File: config.mk
export PLATFORM = sky130hd
export DESIGN_NAME = coor_track_filter
export DESIGN_NICKNAME = d
export VERILOG_FILES = /design/src/rtl/coor_track_filter.sv
export SDC_FILE = /design/constraint.sdc
export NUM_CORES = 1
export LEC_CHECK = 0
export BUFFER_PORTS_ARGS = -buffer_cell sky130_fd_sc_hd__buf_2
export CELL_PAD_IN_SITES_DETAIL_PLACEMENT = 0
export CELL_PAD_IN_SITES_GLOBAL_PLACEMENT = 1
export CORE_MARGIN = 2
export CORE_UTILIZATION = 51
export CTS_BUF_LIST = sky130_fd_sc_hd__clkbuf_4 sky130_fd_sc_hd__clkbuf_8 sky130_fd_sc_hd__clkbuf_16
export DETAILED_ROUTE_END_ITERATION = 6
export PLACE_DENSITY_LB_ADDON = 0.1
export SYNTH_ARGS = -nofsm -noshare
export SYNTH_HDL_FRONTEND = slang
export SYNTH_SLANG_ARGS = --single-unit
File: constraint.sdc
create_clock -name clk -period 7.1 [get_ports clk]
set_clock_uncertainty 0.05 [all_clocks]
set_input_delay 0.355 -clock clk [delete_from_list [all_inputs] [get_ports clk]]
set_output_delay 0.355 -clock clk [all_outputs]
set_load 0.05 [all_outputs]
File: src/rtl/coor_track_filter.sv
// Centroid tracking filter: N-deep moving average of the per-frame target centroid,
// centre-referenced signed pointing error with deadband, and lock/loss tracking.
module coor_track_filter #(
    parameter logic [9:0] CENTER_X    = 10'd400,
    parameter logic [9:0] CENTER_Y    = 10'd240,
    parameter int         AVG_SHIFT   = 2,
    parameter int         LOST_FRAMES = 8,
    parameter int         DEADBAND    = 2
) (
    input  logic        clk,
    input  logic        rst_n,
    input  logic        vsync_i,
    input  logic [9:0]  x_coor,
    input  logic [9:0]  y_coor,
    input  logic        coor_valid_flag,
    output logic [10:0] err_x,
    output logic [10:0] err_y,
    output logic        err_valid,
    output logic [9:0]  x_avg,
    output logic [9:0]  y_avg,
    output logic        target_lock,
    output logic        lost_pulse
);

    localparam int N  = 1 << AVG_SHIFT;
    localparam int SW = 10 + AVG_SHIFT;
    localparam int FW = AVG_SHIFT + 1;
    localparam logic [FW-1:0]     FILL_FULL = FW'(N);
    localparam logic [7:0]        LOST_CNT  = 8'(LOST_FRAMES);
    localparam logic signed [11:0] DB       = 12'(DEADBAND);

    typedef enum logic [1:0] {IDLE, ACQUIRE, TRACK} state_t;

    state_t          state_q, state_d;
    logic            vsync_d;
    logic            seen;
    logic [7:0]      miss_cnt;
    logic [FW-1:0]   fill_cnt;
    logic [9:0]      win_x [N];
    logic [9:0]      win_y [N];
    logic [SW-1:0]   sum_x, sum_y;
    logic            calc_pend;

    logic            vs_rise, seen_eff, lost, accept, fire;
    logic [7:0]      miss_inc;
    logic [FW-1:0]   fill_next;
    logic [9:0]      avg_x, avg_y;

    function automatic logic [10:0] center_err(input logic [9:0] avg, input logic [9:0] center);
        logic signed [11:0] e;
        e = $signed({2'b00, avg}) - $signed({2'b00, center});
        if (e >= -DB && e <= DB) return '0;
        return e[10:0];
    endfunction

    // A strobe coincident with the vsync edge belongs to the frame that is ending.
    assign vs_rise   = vsync_i & ~vsync_d;
    assign seen_eff  = seen | coor_valid_flag;
    assign miss_inc  = (miss_cnt == 8'hFF) ? 8'hFF : miss_cnt + 8'd1;
    assign lost      = vs_rise && !seen_eff && (miss_inc == LOST_CNT) && (state_q != IDLE);
    assign accept    = coor_valid_flag && !lost;
    assign fill_next = fill_cnt + FW'(1);
    assign avg_x     = sum_x[SW-1:AVG_SHIFT];
    assign avg_y     = sum_y[SW-1:AVG_SHIFT];
    assign target_lock = (state_q == TRACK);

    always_ff @(posedge clk or negedge rst_n) begin
        if (!rst_n) state_q <= IDLE;
        else        state_q <= state_d;
    end

    always_comb begin
        // NOTE: defaults first so every path assigns every output and no latch is inferred.
        state_d = state_q;
        fire    = 1'b0;
        if (lost) begin
            state_d = IDLE;
        end else if (accept) begin
            if (state_q == TRACK) begin
                fire = 1'b1;
            end else if (fill_next == FILL_FULL) begin
                state_d = TRACK;
                fire    = 1'b1;
            end else begin
                state_d = ACQUIRE;
            end
        end
    end

    // The window starts from zeros, so sum + new - oldest also covers the fill phase.
    always_ff @(posedge clk or negedge rst_n) begin
        if (!rst_n) begin
            vsync_d    <= 1'b0;
            seen       <= 1'b0;
            miss_cnt   <= '0;
            fill_cnt   <= '0;
            sum_x      <= '0;
            sum_y      <= '0;
            calc_pend  <= 1'b0;
            err_valid  <= 1'b0;
            err_x      <= '0;
            err_y      <= '0;
            x_avg      <= '0;
            y_avg      <= '0;
            lost_pulse <= 1'b0;
            // NOTE: the window is a handful of flops, not a RAM, so it can and must be reset.
            for (int i = 0; i < N; i++) begin
                win_x[i] <= '0;
                win_y[i] <= '0;
            end
        end else begin
            vsync_d    <= vsync_i;
            lost_pulse <= lost;
            calc_pend  <= fire;

            if (vs_rise)              seen <= 1'b0;
            else if (coor_valid_flag) seen <= 1'b1;

            if (lost)         miss_cnt <= '0;
            else if (vs_rise) miss_cnt <= seen_eff ? 8'd0 : miss_inc;

            if (lost) begin
                fill_cnt <= '0;
                sum_x    <= '0;
                sum_y    <= '0;
                for (int i = 0; i < N; i++) begin
                    win_x[i] <= '0;
                    win_y[i] <= '0;
                end
            end else if (accept) begin
                sum_x <= sum_x + SW'(x_coor) - SW'(win_x[N-1]);
                sum_y <= sum_y + SW'(y_coor) - SW'(win_y[N-1]);
                win_x[0] <= x_coor;
                win_y[0] <= y_coor;
                for (int i = 1; i < N; i++) begin
                    win_x[i] <= win_x[i-1];
                    win_y[i] <= win_y[i-1];
                end
                if (state_q != TRACK) fill_cnt <= fill_next;
            end

            // Second stage reads the sum before any same-edge loss clear takes effect.
            err_valid <= calc_pend;
            if (calc_pend) begin
                x_avg <= avg_x;
                y_avg <= avg_y;
                err_x <= center_err(avg_x, CENTER_X);
                err_y <= center_err(avg_y, CENTER_Y);
            end
        end
    end

endmodule
==> results of run 1 <==
[metal layers]
metal	share of wire (%)	wire length, microns	global-route usage [%]	vias up
met3	3.0	574	3.70	14
met4	1.1	203	6.32	0
met2	47	8850	35.6	102
met1	49	9230	31.8	3104
met5	0	0	0	-
li1	-	-	-	3099
[cells in the final DEF, fill, tap and decap left out, types with 3 or more instances in the layout]
| cell | instances |
|---|---|
| nand3b_1 | 3 |
| xor2_1 | 10 |
| clkinv_2 | 3 |
| mux2_2 | 20 |
| bufinv_16 | 3 |
| clkbuf_16 | 17 |
| o31ai_1 | 47 |
| buf_4 | 8 |
| and4_1 | 3 |
| ha_1 | 33 |
| fa_1 | 20 |
| inv_1 | 135 |
| clkinv_4 | 4 |
| xnor2_1 | 15 |
| buf_2 | 66 |
| o21a_1 | 4 |
| nand2b_1 | 15 |
| a22o_1 | 12 |
| o21ai_0 | 66 |
| a2111oi_0 | 4 |
| o311ai_0 | 40 |
| a21oi_1 | 23 |
| dfrtp_1 | 164 |
| a211oi_1 | 6 |
| nand2_1 | 75 |
| a21o_1 | 7 |
| nor2_1 | 20 |
| o21ai_1 | 16 |
| nand4_1 | 4 |
| o2bb2ai_1 | 15 |
| or3_1 | 3 |
| nand3_1 | 11 |
[how the worst max path moves through the flow]
stage                                        from                     to  slack (ns)  cells after the start
after global routing      miss_cnt[0]$_DFFE_PN0P_   sum_y[1]$_DFFE_PN0P_        3.53                      9
after floorplan              sum_x[6]$_DFFE_PN0P_  sum_x[11]$_DFFE_PN0P_        4.47                     10
after detailed placement          coor_valid_flag   sum_y[1]$_DFFE_PN0P_        3.68                      8
after global placement            coor_valid_flag   sum_y[1]$_DFFE_PN0P_        3.75                      8
final                     miss_cnt[0]$_DFFE_PN0P_   sum_y[1]$_DFFE_PN0P_        3.77                      9
after CTS                 miss_cnt[0]$_DFFE_PN0P_   sum_y[1]$_DFFE_PN0P_        3.75                      9
[final cells by class]
type	instances	area, sq um	share of cell area, %
flip-flops and latches	164	4100	42.1
repair buffers	77	422	4.33
well taps	220	275	2.83
multi-input cells	508	3810	39.1
clock inverters	12	155	1.59
inverters	136	510	5.24
clock buffers	20	460	4.73
[metrics by stage]
stage                     area, sq um  utilization, %  cells  worst slack, ns  power [uW]
after CTS                        9740            58.7   1137             3.75        4450
after global placement           9100            54.9   1103             3.75        3430
final                            9740            58.7   1137             3.77        4430
after floorplan                  8630               -    856             4.47        2990
after detailed placement         9100            54.9   1103             3.68        3490
after global routing             9740            58.7   1137             3.53        4760
[cell usage after synthesis (all sizes together) (5+ instances only)]
cell     instances  area share [%]
o31ai           47             4.1
clkbuf          36             1.6
o21ai           82             4.8
a211oi           6            0.52
o311ai          40             4.1
nand4            5            0.43
inv            136             5.9
fa              20             4.6
xnor2           15             1.5
a21o             7            0.61
mux2            20             2.6
nand3           11            0.64
nand2b          15             1.1
ha              33             4.8
xor2            10             1.0
dfrtp          164              48
nor2            20            0.87
a21oi           23             1.3
buf             12            0.83
o2bb2ai         15             1.5
a22o            12             1.2
nand2           75             3.3
[tightest hold or removal path: stages]
cell,delay [ns]
buf_2,0.09
nand2_1,0.05
o31ai_1,0.05
[state kept, by name, summed over array words and instances, names as in the netlist, 2 cells and up]
signal	cells
err_x	11
err_y	11
fill_cnt	3
miss_cnt	8
state_q	2
sum_x	12
sum_y	12
win_x	40
win_y	40
x_avg	10
y_avg	10
[cells by family (layout without fill, tap and decap cells)]
family / count (synthesis) / in the layout / share of synthesized area [%]
AOI/OAI and AO/OA: 261 / 261 / 21.0
buffers and inverters: 184 / 245 / 8.32
DFF: 164 / 164 / 47.6
and+or+nand+nor: 147 / 147 / 8.31
adders and majority gates: 53 / 53 / 9.43
xor gates and xnor gates: 25 / 25 / 2.54
muxes: 22 / 22 / 2.84
[power breakdown]
| group | total [uW] | switching (uW) | internal, uW |
|---|---|---|---|
| logic | 2090 | 1320 | 771 |
| clock network | 953 | 377 | 576 |
| registers | 1380 | 192 | 1190 |
==> impl_metrics.env, run 1 <==
export IMPL_whs_ns=0.104
export IMPL_post_cts_resized=0
export IMPL_die_w_microns=134
export IMPL_grt_use_total_pct=22.3
export IMPL_p_per_area_mw_per_mm2=455
export IMPL_wl_per_cell_microns=16.6
export IMPL_path_class="flip-flop to flip-flop"
export IMPL_ir_drop_v=0.000242
export IMPL_reg2reg_from="miss_cnt[0]$_DFFE_PN0P_"
export IMPL_whs_endpoint="win_y[31]$_DFFE_PN0P_"
export IMPL_synth_edff_count=0
export IMPL_grt_setup_unrepaired="no"
export IMPL_crit_required_ns=7.33
export IMPL_period_needed_ns=3.33
export IMPL_synth_flop_cell="dfrtp_1"
export IMPL_clock_path_buffers=2
export IMPL_grt_max_degree=106
export IMPL_area_growth_synth_to_final_pct=12.9
export IMPL_core_area_sq_mm=0.0166
export IMPL_cts_clk_slew_worst_paths_ns=0.07
export IMPL_outcome="completed"
export IMPL_first_iter_violations=409
export IMPL_globalplace_congestion=0.820
export IMPL_post_dp_hpwl_microns=12700
export IMPL_slowest_stage="nor3_4"
export IMPL_firstDrtPassIters=5
export IMPL_fin_crit_sh_pct=46.9
export IMPL_path_buf_inv=2
export IMPL_synthesis_instances=856
export IMPL_drc=0
export IMPL_num_antenna_cells=0
export IMPL_worstPathArrival_ns=3.55
export IMPL_overflow=0
export IMPL_nets=981
export IMPL_slew_violations=0
export IMPL_reg2reg_depth=9
export IMPL_min_delay_path_depth=3
export IMPL_cts_buffers=17
export IMPL_crit_top_cell="buf_4"
export IMPL_die_h_microns=134
export IMPL_power_static_leakage_uw=0.00461
export IMPL_antenna_left=0
export IMPL_numPortBuffers=68
export IMPL_cpPeakStageDelay_ns=0.64
export IMPL_path_max_fanout=42
export IMPL_tightest_slew_ns=1.05
export IMPL_synth_yosys_seq_area_share_pct=47.6
export IMPL_io_pins=69
export IMPL_post_synth_num_cell_types=60
export IMPL_cp_end_kind="flip-flop"
export IMPL_grt_pass1_vias=6283
export IMPL_hp_start="y_coor[1]"
export IMPL_clock_fmax_mhz=301
export IMPL_final_layout_size_suffix_gt1_share_pct=15.0
export IMPL_final_fill_count=1475
export IMPL_finalSetupViolations=0
export IMPL_grt_pass1_wl_microns=31900
export IMPL_cp_start_kind="flip-flop"
export IMPL_finalWirelength_microns=18900
export IMPL_via_per_inst=5.56
export IMPL_fp_row_count=47
export IMPL_relSlewSlack_pct=29.8
export IMPL_hp_class="input pin to flip-flop"
export IMPL_antenna_found_initial=0
export IMPL_htreeDepth=4
export IMPL_hold_buffers=2
export IMPL_die_area_sq_mm=0.0180
export IMPL_crit_chain="ha_1 -> nand4_1 -> mux2i_1 -> a31oi_2 -> buf_4 -> nor3_4 -> buf_4 -> or3_1 -> o21ai_0"
export IMPL_synthArstFlopShare_pct=100
export IMPL_netlist_area_sq_mm=0.00863
export IMPL_vias=6319
export IMPL_insertion_delay_ns=0.43
export IMPL_post_cts_setup_buffers=0
export IMPL_setup_tns_ns=0
export IMPL_critPathTopFamily="simple AND/OR/NAND/NOR gates"
export IMPL_cts_root_buffer="clkbuf_16"
export IMPL_timing_rr_end="sum_y[1]$_DFFE_PN0P_"
export IMPL_synth_seq_cells=164
export IMPL_clock_sinks=164
export IMPL_max_cap_violations=0
export IMPL_synth_fp_nets=933
export IMPL_cts_tree="built"
export IMPL_ys_warnings_count=0
export IMPL_initial_utilization_pct=52.0
export IMPL_syn_mean_instance_area_sq_um=10.1
export IMPL_r2r_setup_slack_ns=3.77
export IMPL_hold_viol_final=0
(Power assumes the default switching activity.)
==> run 2: changes to the inputs <==
--- a/config.mk
+++ b/config.mk
@@ -9,7 +9,7 @@
 export CELL_PAD_IN_SITES_DETAIL_PLACEMENT = 0
 export CELL_PAD_IN_SITES_GLOBAL_PLACEMENT = 1
 export CORE_MARGIN = 2
-export CORE_UTILIZATION = 51
+export CORE_UTILIZATION = 43
 export CTS_BUF_LIST = sky130_fd_sc_hd__clkbuf_4 sky130_fd_sc_hd__clkbuf_8 sky130_fd_sc_hd__clkbuf_16
 export DETAILED_ROUTE_END_ITERATION = 6
 export PLACE_DENSITY_LB_ADDON = 0.1
==> constraint.sdc (replaced) <==
create_clock -name clk -period 2.9 [get_ports clk]
set_clock_uncertainty 0.05 [all_clocks]
set_input_delay 0.145 -clock clk [delete_from_list [all_inputs] [get_ports clk]]
set_output_delay 0.145 -clock clk [all_outputs]
set_load 0.05 [all_outputs]
==> impl_metrics.env, run 2 (synthesis results as in run 1) <==
export IMPL_setup_tns_ns=0
export IMPL_grt_max_degree=103
export IMPL_timing_rr_end="sum_x[11]$_DFFE_PN0P_"
export IMPL_post_cts_setup_buffers=0
export IMPL_finalSetupViolations=0
export IMPL_cts_buffers=17
export IMPL_fin_crit_sh_pct=94.6
export IMPL_path_max_fanout=4
export IMPL_relSlewSlack_pct=31.7
export IMPL_reg2reg_depth=10
export IMPL_reg2reg_from="sum_x[3]$_DFFE_PN0P_"
export IMPL_post_dp_hpwl_microns=13500
export IMPL_hp_class="input pin to async pin"
export IMPL_clock_path_buffers=2
export IMPL_firstDrtPassIters=5
export IMPL_fin_ws_ns=0.158
export IMPL_worstPathArrival_ns=2.99
export IMPL_htreeDepth=4
export IMPL_ir_drop_v=0.000468
export IMPL_io_pins=69
export IMPL_grt_pass1_vias=6426
export IMPL_overflow=0
export IMPL_vias=6500
export IMPL_period_needed_ns=2.74
export IMPL_outcome="completed"
export IMPL_antenna_left=0
export IMPL_drc=0
export IMPL_numPortBuffers=68
export IMPL_core_area_sq_mm=0.0196
export IMPL_fp_row_count=51
export IMPL_nets=1018
export IMPL_tightest_slew_ns=1.03
export IMPL_initial_utilization_pct=44.0
export IMPL_cts_tree="built"
export IMPL_globalplace_congestion=0.896
export IMPL_grt_pass1_wl_microns=34100
export IMPL_path_class="flip-flop to flip-flop"
export IMPL_power_static_leakage_uw=0.00480
export IMPL_cts_root_buffer="clkbuf_16"
export IMPL_switching_share_pct=42.0
export IMPL_switchingPower_uw=4680
export IMPL_layout_cells_most_common="dfrtp_1"
export IMPL_antenna_found_initial=0
export IMPL_crit_required_ns=3.14
export IMPL_cts_clk_slew_worst_paths_ns=0.06
export IMPL_via_per_inst=5.34
export IMPL_area_growth_synth_to_final_pct=18.2
export IMPL_clock_sinks=164
export IMPL_p_clk_share_pct=22.3
export IMPL_final_layout_size_suffix_gt1_share_pct=16.4
export IMPL_max_cap_violations=0
export IMPL_reg_top3="win_x: 40 flops, win_y: 40 flops"
export IMPL_grt_setup_unrepaired="no"
export IMPL_die_area_sq_mm=0.0212
export IMPL_die_h_microns=146
export IMPL_dp_slack_ns=0.137
export IMPL_final_cell_mix="164 x dfrtp_1, 135 x inv_1, 75 x nand2_1, 66 x o21ai_0, 66 x buf_2"
export IMPL_hold_viol_final=0
export IMPL_num_antenna_cells=0
export IMPL_cp_end_kind="flip-flop"
export IMPL_wl_per_cell_microns=16.3
export IMPL_whs_ns=0.205
export IMPL_r2r_setup_slack_ns=0.16
export IMPL_grt_use_total_pct=19.8
export IMPL_cp_start_kind="flip-flop"
export IMPL_power_frac_seq_pct=30.0
export IMPL_p_per_area_mw_per_mm2=1090
export IMPL_die_w_microns=146
export IMPL_clock_fmax_mhz=365
export IMPL_final_fill_count=1832
export IMPL_slew_violations=0
export IMPL_insertion_delay_ns=0.42
export IMPL_combPwrFrac_pct=47.7
export IMPL_intPower_uw=6460
export IMPL_first_iter_violations=390
export IMPL_finalWirelength_microns=19900
==> run 2: how the worst max path moves through the flow <==
stage               slack (ns)                  from                     to  depth (start not counted)
detailed placement        0.14  sum_x[6]$_DFFE_PN0P_  sum_x[11]$_DFFE_PN0P_                         10
finish                    0.16  sum_x[3]$_DFFE_PN0P_  sum_x[11]$_DFFE_PN0P_                         10
floorplan                 0.27  sum_x[6]$_DFFE_PN0P_  sum_x[11]$_DFFE_PN0P_                         10
CTS                       0.09             x_coor[6]  sum_x[11]$_DFFE_PN0P_                         12
global route             0.002  sum_y[3]$_DFFE_PN0P_  sum_y[11]$_DFFE_PN0P_                         10
global placement          0.18  sum_x[6]$_DFFE_PN0P_  sum_x[11]$_DFFE_PN0P_                         10
==> run 2: power by group through the flow <==
| stage | sequential [uW] | combinational, uW | clock [uW] |
|---|---|---|---|
| final | 3340 | 5320 | 2480 |
| after CTS | 3350 | 5290 | 2540 |
| after floorplan | 4240 | 3090 | 0 |
| after detailed placement | 3390 | 5230 | 0 |
| after global placement | 3360 | 5170 | 0 |
| after global routing | 3440 | 5920 | 2630 |
==> run 2: cell type report <==
| class | instances | area [sq um] | share of cell area [%] |
|---|---|---|---|
| multi-input combinational | 508 | 3830 | 37.5 |
| timing repair buffer | 114 | 777 | 7.62 |
| clock inverter | 12 | 203 | 1.99 |
| tap | 265 | 332 | 3.25 |
| clock buffer | 19 | 447 | 4.38 |
| inverter | 136 | 510 | 5.00 |
| sequential | 164 | 4100 | 40.2 |
==> run 2: timing repair <==
action / 4_1_cts / 5_1_grt
endpoints found under the hold margin: 76 / 0
setup endpoints to repair: 0 / 1
resized for setup: 0 / 5
hold buffers: 23 / 0
==> run 2: metal layers <==
metal	vias to the layer above	wire (microns)	track usage, %
met2	128	8940	30.0
li1	3161	-	-
met5	-	0	0
met4	0	225	5.39
met3	17	635	2.95
met1	3194	10100	29.6
==> run 2: worst max-delay path, cell delays in order (launching register included) <==
cell,delay [ns]
dfrtp_1,0.39
inv_1,0.12
fa_1,0.49
inv_1,0.04
ha_1,0.32
o21ai_0,0.16
o21a_1,0.23
o31ai_1,0.41
a2111oi_1,0.14
a31oi_1,0.17
nand2_1,0.08
==> run 2: metrics by stage <==
stage               total power (uW)  cells  utilization [%]  instance area (sq um)
floorplan                       7330    856                -                   8630
global placement                8540   1164             47.5                   9310
global route                   12000   1218             52.1                  10200
CTS                            11200   1218             52.0                  10200
finish                         11100   1218             52.1                  10200
detailed placement              8620   1164             47.5                   9310
==> run 3: changes to the inputs <==
--- a/config.mk
+++ b/config.mk
@@ -9,7 +9,7 @@
 export CELL_PAD_IN_SITES_DETAIL_PLACEMENT = 0
 export CELL_PAD_IN_SITES_GLOBAL_PLACEMENT = 1
 export CORE_MARGIN = 2
-export CORE_UTILIZATION = 43
+export CORE_UTILIZATION = 51
 export CTS_BUF_LIST = sky130_fd_sc_hd__clkbuf_4 sky130_fd_sc_hd__clkbuf_8 sky130_fd_sc_hd__clkbuf_16
 export DETAILED_ROUTE_END_ITERATION = 6
 export PLACE_DENSITY_LB_ADDON = 0.1
==> constraint.sdc (replaced) <==
create_clock -name clk -period 3.4 [get_ports clk]
set_clock_uncertainty 0.05 [all_clocks]
set_input_delay 0.17 -clock clk [delete_from_list [all_inputs] [get_ports clk]]
set_output_delay 0.17 -clock clk [all_outputs]
set_load 0.05 [all_outputs]
==> impl_metrics.env, run 3 (synthesis results as in run 1) <==
export IMPL_outcome="completed"
export IMPL_clock_sinks=164
export IMPL_via_per_inst=5.59
export IMPL_core_area_sq_mm=0.0166
export IMPL_path_max_fanout=6
export IMPL_power_static_leakage_uw=0.00469
export IMPL_r2r_setup_slack_ns=0.42
export IMPL_grt_use_total_pct=22.7
export IMPL_cts_clk_slew_worst_paths_ns=0.07
export IMPL_whs_ns=0.0573
export IMPL_grt_max_degree=116
export IMPL_hp_start="coor_valid_flag"
export IMPL_relSlewSlack_pct=30.0
export IMPL_worstSetupStartpoint="sum_x[6]$_DFFE_PN0P_"
export IMPL_insertion_delay_ns=0.43
export IMPL_layout_cells_most_common="dfrtp_1"
export IMPL_clock_fmax_mhz=335
export IMPL_slew_violations=0
export IMPL_numPortBuffers=68
export IMPL_die_w_microns=134
export IMPL_reg2reg_from="sum_x[6]$_DFFE_PN0P_"
export IMPL_period_needed_ns=2.98
export IMPL_vias=6491
export IMPL_first_iter_violations=411
export IMPL_final_area_sq_mm=0.00994
export IMPL_io_pins=69
export IMPL_worstPathArrival_ns=3.29
export IMPL_firstDrtPassIters=4
export IMPL_cts_root_buffer="clkbuf_16"
export IMPL_reg_top3="win_x: 40 flops, win_y: 40 flops"
export IMPL_hold_viol_final=0
export IMPL_area_growth_synth_to_final_pct=15.2
export IMPL_dpl_cell_area_sq_mm=0.00915
export IMPL_die_area_sq_mm=0.0180
export IMPL_crit_required_ns=3.71
export IMPL_path_class="flip-flop to flip-flop"
export IMPL_power_total_uw=9160
export IMPL_drc=0
export IMPL_max_cap_violations=0
export IMPL_overflow=0
export IMPL_nets=1006
export IMPL_slowest_stage="fa_1"
export IMPL_globalplace_congestion=0.865
export IMPL_cp_start_kind="flip-flop"
export IMPL_setup_tns_ns=0
export IMPL_wl_per_cell_microns=16.7
export IMPL_final_cell_mix="164 x dfrtp_1, 135 x inv_1, 75 x nand2_1, 66 x o21ai_0, 66 x buf_2"
export IMPL_grt_pass1_wl_microns=32600
export IMPL_grt_pass1_vias=6365
export IMPL_tightest_slew_ns=1.05
export IMPL_cpPeakStageDelay_ns=0.50
export IMPL_grt_setup_unrepaired="no"
export IMPL_initial_utilization_pct=52.0
export IMPL_final_layout_size_suffix_gt1_share_pct=15.2
export IMPL_crit_chain="inv_1 -> fa_1 -> inv_1 -> ha_1 -> a2111oi_0 -> o21a_1 -> o31ai_1 -> a2111oi_0 -> a31oi_1 -> nand2_1"
export IMPL_num_antenna_cells=0
export IMPL_ir_drop_v=0.000489
export IMPL_cts_buffers=17
export IMPL_path_buf_inv=2
export IMPL_critPathTopFamily="compound AO/OA/AOI/OAI gates"
export IMPL_clock_path_buffers=2
export IMPL_die_h_microns=134
export IMPL_antenna_left=0
export IMPL_finalSetupViolations=0
export IMPL_cts_tree="built"
export IMPL_post_dp_hpwl_microns=13000
export IMPL_htreeDepth=4
export IMPL_fin_crit_sh_pct=87.7
export IMPL_finalWirelength_microns=19400
export IMPL_p_per_area_mw_per_mm2=921
export IMPL_hp_class="input pin to flip-flop"
export IMPL_fp_row_count=47
export IMPL_cp_end_kind="flip-flop"
export IMPL_antenna_found_initial=0
## run 3: changes by cell type in the layout (fill, tap and decap cells not counted), moves of 2 or more
cell / before / now
bufinv_16: 5 / 1
a211oi_1: 4 / 6
a2111oi_0: 2 / 4
a211oi_2: 2 / 0
inv_6: 2 / 5
clkinvlp_4: 1 / 4
buf_4: 22 / 12
## run 3: cell type report
| type | instances | area [sq um] |
|---|---|---|
| clock buffers | 19 | 447 |
| clock inverters | 13 | 123 |
| fillers | 1452 | 6640 |
| inverters | 136 | 510 |
| multi-input cells | 508 | 3810 |
| flip-flops and latches | 164 | 4100 |
| well taps | 220 | 275 |
| repair buffers | 102 | 672 |
## run 3: what timing repair did
action                                 4_1_cts  5_1_grt
hold buffers                                22        0
endpoints found under the hold margin       70        0
setup buffers                                0        0
resized for setup                            0        0
## run 3: worst paths after layout
kind,cells past startpoint,endpoint
max in group asynchronous,3,win_y[5]$_DFFE_PN0P_
setup / recovery,10,sum_x[11]$_DFFE_PN0P_
setup reg to reg,10,sum_x[11]$_DFFE_PN0P_
hold / removal,4,miss_cnt[6]$_DFFE_PN0P_
hold reg to reg,2,win_x[18]$_DFFE_PN0P_
min in group asynchronous,2,err_x[3]$_DFFE_PN0P_
## run 3: worst reg2reg max path: cells and delay by family (launching register included)
| kind | cells | cell delay [ns] |
|---|---|---|
| flip-flops | 1 | 0.41 |
| adder cells (fa/ha/maj) | 2 | 0.86 |
| buffers and inverters | 2 | 0.17 |
| AO/OA/AOI/OAI | 5 | 1.31 |
| AND/OR/NAND/NOR | 1 | 0.09 |
## run 3: power breakdown
group | internal (uW) | switching, uW
registers | 2490 | 408
logic | 1630 | 2780
clock network | 1040 | 813
total | 5160 | 4000
## run 3: per-stage QoR
stage | setup WS (ns) | std cells | utilization, %
floorplan | 0.774 | 856 | -
global placement | 0.510 | 1108 | 55.2
detailed placement | 0.468 | 1108 | 55.2
CTS | 0.434 | 1162 | 60.0
global route | 0.0652 | 1162 | 60.0
finish | 0.419 | 1162 | 60.0
## run 3: layer usage
metal	routed length (microns)	up-vias	share of wire, %	track usage [%]
met1	9680	3197	50	33.3
met4	220	0	1.1	5.91
li1	-	3127	-	-
met3	865	17	4.5	4.08
met2	8660	150	45	35.1
met5	0	-	0	0
